==> config.mk <==
export PLATFORM = sky130hd
export DESIGN_NAME = result_bcd_converter
export DESIGN_NICKNAME = d
export VERILOG_FILES = /design/src/rtl/result_bcd_converter.sv
export SDC_FILE = /design/constraint.sdc
export NUM_CORES = 1
export LEC_CHECK = 0
export CELL_PAD_IN_SITES_DETAIL_PLACEMENT = 1
export CELL_PAD_IN_SITES_GLOBAL_PLACEMENT = 2
export CORE_MARGIN = 2
export CORE_UTILIZATION = 35
export DETAILED_ROUTE_END_ITERATION = 7
export PLACE_DENSITY = 0.92
export SLEW_MARGIN = 25
export SYNTH_ARGS = -nofsm -noshare
export SYNTH_HDL_FRONTEND = slang
export SYNTH_SLANG_ARGS = --single-unit
==> constraint.sdc <==
create_clock -name clk -period 5.7 [get_ports clk]
set_clock_uncertainty 0.15 [all_clocks]
set_input_delay 0.855 -clock clk [delete_from_list [all_inputs] [get_ports clk]]
set_output_delay 0.855 -clock clk [all_outputs]
set_load 0.03 [all_outputs]
==> src/rtl/result_bcd_converter.sv <==
// result_bcd_converter: sequential double-dabble binary-to-packed-BCD converter with digit count
module result_bcd_converter #(
    parameter int WIDTH  = 16,
    parameter int DIGITS = 5
) (
    input  logic                  clk,
    input  logic                  rst,
    input  logic                  start,
    input  logic [WIDTH-1:0]      bin_in,
    output logic                  busy,
    output logic                  valid,
    output logic [4*DIGITS-1:0]   bcd_out,
    output logic [2:0]            num_digits
);
    localparam int CW = (WIDTH > 1) ? $clog2(WIDTH) : 1;
    typedef enum logic {IDLE, SHIFT} state_t;
    state_t state_q, state_d;
    logic [WIDTH-1:0] bin_shift_q, bin_shift_d;
    logic [4*DIGITS-1:0] bcd_work_q, bcd_work_d, bcd_out_q, bcd_out_d, adj, shifted;
    logic [CW-1:0] cnt_q, cnt_d;
    logic busy_q, busy_d, valid_q, valid_d;
    logic [2:0] nd_q, nd_d, nd;
    // state and datapath registers; reset aborts any conversion in flight
    always_ff @(posedge clk) begin
        if (rst) begin
            state_q     <= IDLE;
            bin_shift_q <= '0;
            bcd_work_q  <= '0;
            cnt_q       <= '0;
            busy_q      <= 1'b0;
            valid_q     <= 1'b0;
            bcd_out_q   <= '0;
            nd_q        <= 3'd1;
        end else begin
            state_q     <= state_d;
            bin_shift_q <= bin_shift_d;
            bcd_work_q  <= bcd_work_d;
            cnt_q       <= cnt_d;
            busy_q      <= busy_d;
            valid_q     <= valid_d;
            bcd_out_q   <= bcd_out_d;
            nd_q        <= nd_d;
        end
    end
    // add-3 on every digit, shift one bit in, and count significant digits of the shifted value
    always_comb begin
        adj = '0;
        nd  = 3'd1;
        for (int i = 0; i < DIGITS; i++)
            adj[4*i +: 4] = (bcd_work_q[4*i +: 4] >= 4'd5) ? bcd_work_q[4*i +: 4] + 4'd3 : bcd_work_q[4*i +: 4];
        shifted = {adj[4*DIGITS-2:0], bin_shift_q[WIDTH-1]};
        for (int i = 0; i < DIGITS; i++)
            if (shifted[4*i +: 4] != 4'd0) nd = 3'(i + 1);
    end
    // next-state: accept start in IDLE, one double-dabble step per cycle in SHIFT
    always_comb begin
        state_d     = state_q;
        bin_shift_d = bin_shift_q;
        bcd_work_d  = bcd_work_q;
        cnt_d       = cnt_q;
        busy_d      = busy_q;
        valid_d     = 1'b0;
        bcd_out_d   = bcd_out_q;
        nd_d        = nd_q;
        if (state_q == IDLE) begin
            if (start) begin
                bin_shift_d = bin_in;
                bcd_work_d  = '0;
                cnt_d       = CW'(WIDTH - 1);
                busy_d      = 1'b1;
                state_d     = SHIFT;
            end
        end else begin
            bin_shift_d = {bin_shift_q[WIDTH-2:0], 1'b0};
            bcd_work_d  = shifted;
            cnt_d       = (cnt_q != '0) ? cnt_q - 1'b1 : cnt_q;
            if (cnt_q == '0) begin
                bcd_out_d = shifted;
                nd_d      = nd;
                valid_d   = 1'b1;
                busy_d    = 1'b0;
                state_d   = IDLE;
            end
        end
    end
    assign busy       = busy_q;
    assign valid      = valid_q;
    assign bcd_out    = bcd_out_q;
    assign num_digits = nd_q;
endmodule

* After elaboration in Yosys (flattened, before gate mapping) *
Index checks and enable logic that the tools add are counted.

word-level totals
  output and inout port bits = 25
  input port bits = 19
  flip-flop bits (word level) = 66

cells by class
  muxes and demuxes = 23
  reduce and logical (&&, ||, !) cells = 12
  $add $sub $neg = 6
  equality and inequality tests = 2
  magnitude comparators = 5
  bitwise operators = 1

operator list
  operator                                                                 number
  20-bit 2-to-1 mux                                                        2
  16-bit 2-to-1 mux                                                        2
  4-bit 2-to-1 mux                                                         7
  4-bit by 3-bit >= comparator with 1-bit output, second input constant    5
  4-bit nonzero test                                                       5
  4-bit by 2-bit adder with 4-bit output, second input constant            4
  3-bit 2-to-1 mux                                                         4
  1-bit 2-to-1 mux                                                         7
  2-bit AND reduction                                                      3
  4-bit zero test                                                          1
  2-bit by 1-bit inequality test with 1-bit output, second input constant  2
  2-bit OR reduction                                                       2
  4-bit by 1-bit subtractor with 4-bit output, second input constant       1
  3-bit by 2-bit adder with 3-bit output, second input constant            1
  2-bit 2-to-1 mux                                                         1
  2-bit nonzero test                                                       1
  1-bit NOT                                                                1

* Depth between registers and ports, before layout *
  word-level depth = 7
  depth in mapped cells = 7

* Least setup slack after synthesis *
No wires, ideal clock.

  path type = input to register
  start point = in rst
  end point = reg nd_q[0] (netlist: num_digits[0])
  path slack = 3.563 ns
  arrival time = 1.869 ns
  data required time = 5.431 ns
  stages on the path = 4
  path buffers = 0
  library setup time = 0.119 ns
  cell sequence = a2111oi_2 o2111ai_1 a2111o_1 o221a_2

RTL lines
  element               RTL line  text
  from (decl)           7         input logic rst,
  to (signal assigned)  42        nd_q <= nd_d;
  to (decl)             22        logic [2:0] nd_q, nd_d, nd;

* Final worst setup path *
  start point = in start
  end point = reg bin_shift_q[1]

on the way
  word-level cells in the longest chain between the ends = 1

ends and longest elaborated chain
  element                       RTL line  text
  from (decl)                   8         input logic start,
  2-bit nonzero test (no line)  --
  to (signal assigned)          36        bin_shift_q <= bin_shift_d;
  to (decl)                     18        logic [WIDTH-1:0] bin_shift_q, bin_shift_d;

Every way passes these cells.
A chain may end at the register's enable or synchronous reset.

==> metrics.txt <==
outcome finished, final reports clean; Clock Path Buffers 2; VDD IR max 0.103 mV; total number of vias 2804; Remaining DRCs 0; Hold-fix buffers, CTS 0; Setup violations, final 0; Core Area 0.00876 sq mm; final hold viol count 0; vias in the first global route 2975; total CTS buffers 9; setup tns final 0 ns; Gate Count Post-Synth 390; slew margin rel. 0.380; DIE AREA 0.00985 sq mm; Pleak 1.43 nW; Tightest Hold Check Type flip-flop to flip-flop; Power Density 259 mW/mm^2; worst slack, placed 2.69 ns; R2R Setup Slk 3.14 ns; asr flop ratio synth 0; worst hold path endpoint bcd_out[12]$_SDFFE_PP0P_; commonest non-fill, non-tap cells in the layout nor2_1 (73), dfxtp_1 (65), a21oi_1 (55), clkdlybuf4s50_1 (42), nand2_1 (35); Worst EP arrival 2.70 ns; reg2reg path depth 6; die extent in x 99.2 microns; mapped cell area 0.00317 sq mm; Yosys warning count 0; hold_sp bcd_out[12]$_SDFFE_PP0P_; Final Cycle Share 0.462; Max FO, Critical Path 18; Post-synth EDFFs 0; Die Height 99.2 microns; port bufs 43; fin crit period 2.63 ns; maximum clock rate 380 MHz; Via density 5.21; drt total wl 8130 microns; unrepaired setup endpoints after global routing no; startpoint class of the critical path input pin; initial antenna violation count 0; Crit Path Category input pin to flip-flop; pin count of the biggest net entering global routing 66; Tot Pwr 1.00 mW; placed insts 523; Least-Margin Pin Slew 0.924 ns; H-tree depth 3; first-pass GRT wire length 14000 microns; Pins Over Slew Limit 0; FF-to-FF End cnt_q[0]$_SDFFE_PP0P_; worst hold stages 2; CTS resizes 0; post-CTS setup buffers 0; Avg Synthesized Cell Area 8.14 sq um; reg2reg start state_q$_SDFF_PP0_; Final Worst Setup Slack 3.07 ns; GRT overflow 0; GPL Wtd Cong 0.804; Synth Flop Type dfxtp_1; IO Count 44; drt pass-1 iters 5; FF+latch count, synth 66; antenna-violating nets left 0; ant diodes 0; Initial Util 0.362; Area growth syn-to-layout 22.0%; Nets 456; layout cells sized above 1 0.0628; wire per inst 15.1 microns; Sink Count 66; Setup crit end kind flip-flop; FP Rows 34; Max-Cap Viols 0; Initial DRC Count 104; final std cells w/o fill 538; clock-pin slew on the worst setup and hold paths 0.07 ns; clock tree from TritonCTS done; clock root cell clkbuf_8; fillers 1076; Synth cell types 39; Post-DP HPWL 5510 microns; Post-Syn Nets 420; Worst-Skew Late Latency 0.35 ns; critical path launch point start; gr usage total 0.177; most common cell after layout, fill and taps aside nor2_1; sequential-to-total area share from yosys stat 0.416; CP required 5.76 ns
worst max-delay path by stage:
stage,to,slack [ns],depth (start not counted)
after floorplan,num_digits[0]$_SDFFE_PP1P_,3.56,4
after global placement,bin_shift_q[15]$_SDFFE_PP0P_,2.75,6
after detailed placement,bin_shift_q[1]$_SDFFE_PP0P_,2.69,6
after CTS,bin_shift_q[1]$_SDFFE_PP0P_,3.05,6
after global routing,cnt_q[0]$_SDFFE_PP0P_,2.89,6
final,bin_shift_q[1]$_SDFFE_PP0P_,3.07,6
sequential cells by signal, summed over array words and instances (netlist names):
name,count
bin_shift_q,16
num_digits,3
cnt_q,4
valid,1
busy,1
bcd_out,20
state_q,1
bcd_work_q,20
synthesized netlist by cell type, types with 6 or more instances:
library cell	n	area share
a21oi_1	55	0.087
nor2_1	73	0.086
nand2b_1	7	0.014
clkbuf_1	20	0.024
nand2_1	35	0.041
nor3_1	16	0.025
inv_1	14	0.017
ha_1	11	0.043
dfxtp_1	66	0.42
mux2i_1	24	0.076
o21ai_0	6	0.0095
nor3b_1	14	0.033
layer usage:
layer,part of all wire,GRT usage
met5,0,0
met4,0.014,0.0537
met3,0.025,0.0401
met2,0.51,0.320
met1,0.45,0.207
per-stage QoR:
step	instance area, sq um	hold WS (ns)	utilization
after global routing	3870	0.341	0.442
after CTS	3870	0.312	0.442
final	3870	0.308	0.442
after global placement	3690	0.296	0.421
after detailed placement	3690	0.304	0.421
after floorplan	3170	0.295	-
area by class of cell:
cell class,count,area (sq um),area share
inverter,14,52.6,0.0136
clock buffer,12,145,0.0375
sequential,66,1320,0.342
multi-input combinational,287,1710,0.442
clock inverter,3,40.0,0.0103
tap,108,135,0.0349
timing repair buffer,48,463,0.120
power by group:
| part | leakage [nW] | switching [mW] | total, mW | internal, mW |
|---|---|---|---|---|
| registers | 0.537 | 0.0168 | 0.496 | 0.479 |
| logic | 0.798 | 0.0689 | 0.117 | 0.0484 |
| clock network | 0.0962 | 0.177 | 0.388 | 0.210 |
| total | 1.43 | 0.263 | 1.00 | 0.738 |
worst max-delay path, cell delays in order:
cell	delay [ns]
clkdlybuf4s50_1	0.93
buf_4	0.41
mux2i_1	0.25
nor2_1	0.06
a21oi_1	0.13
nor2_1	0.05
logic make-up after synthesis:
| kind of cell | Yosys count | synth area share |
|---|---|---|
| multiplexers | 25 | 0.0792 |
| AO/OA/AOI/OAI | 84 | 0.163 |
| flip-flops | 66 | 0.416 |
| adder cells (fa/ha/maj) | 11 | 0.0434 |
| buffers and inverters | 37 | 0.0441 |
| AND/OR/NAND/NOR | 162 | 0.240 |
| XOR/XNOR | 5 | 0.0138 |
Power figures use the tool's default switching activity.
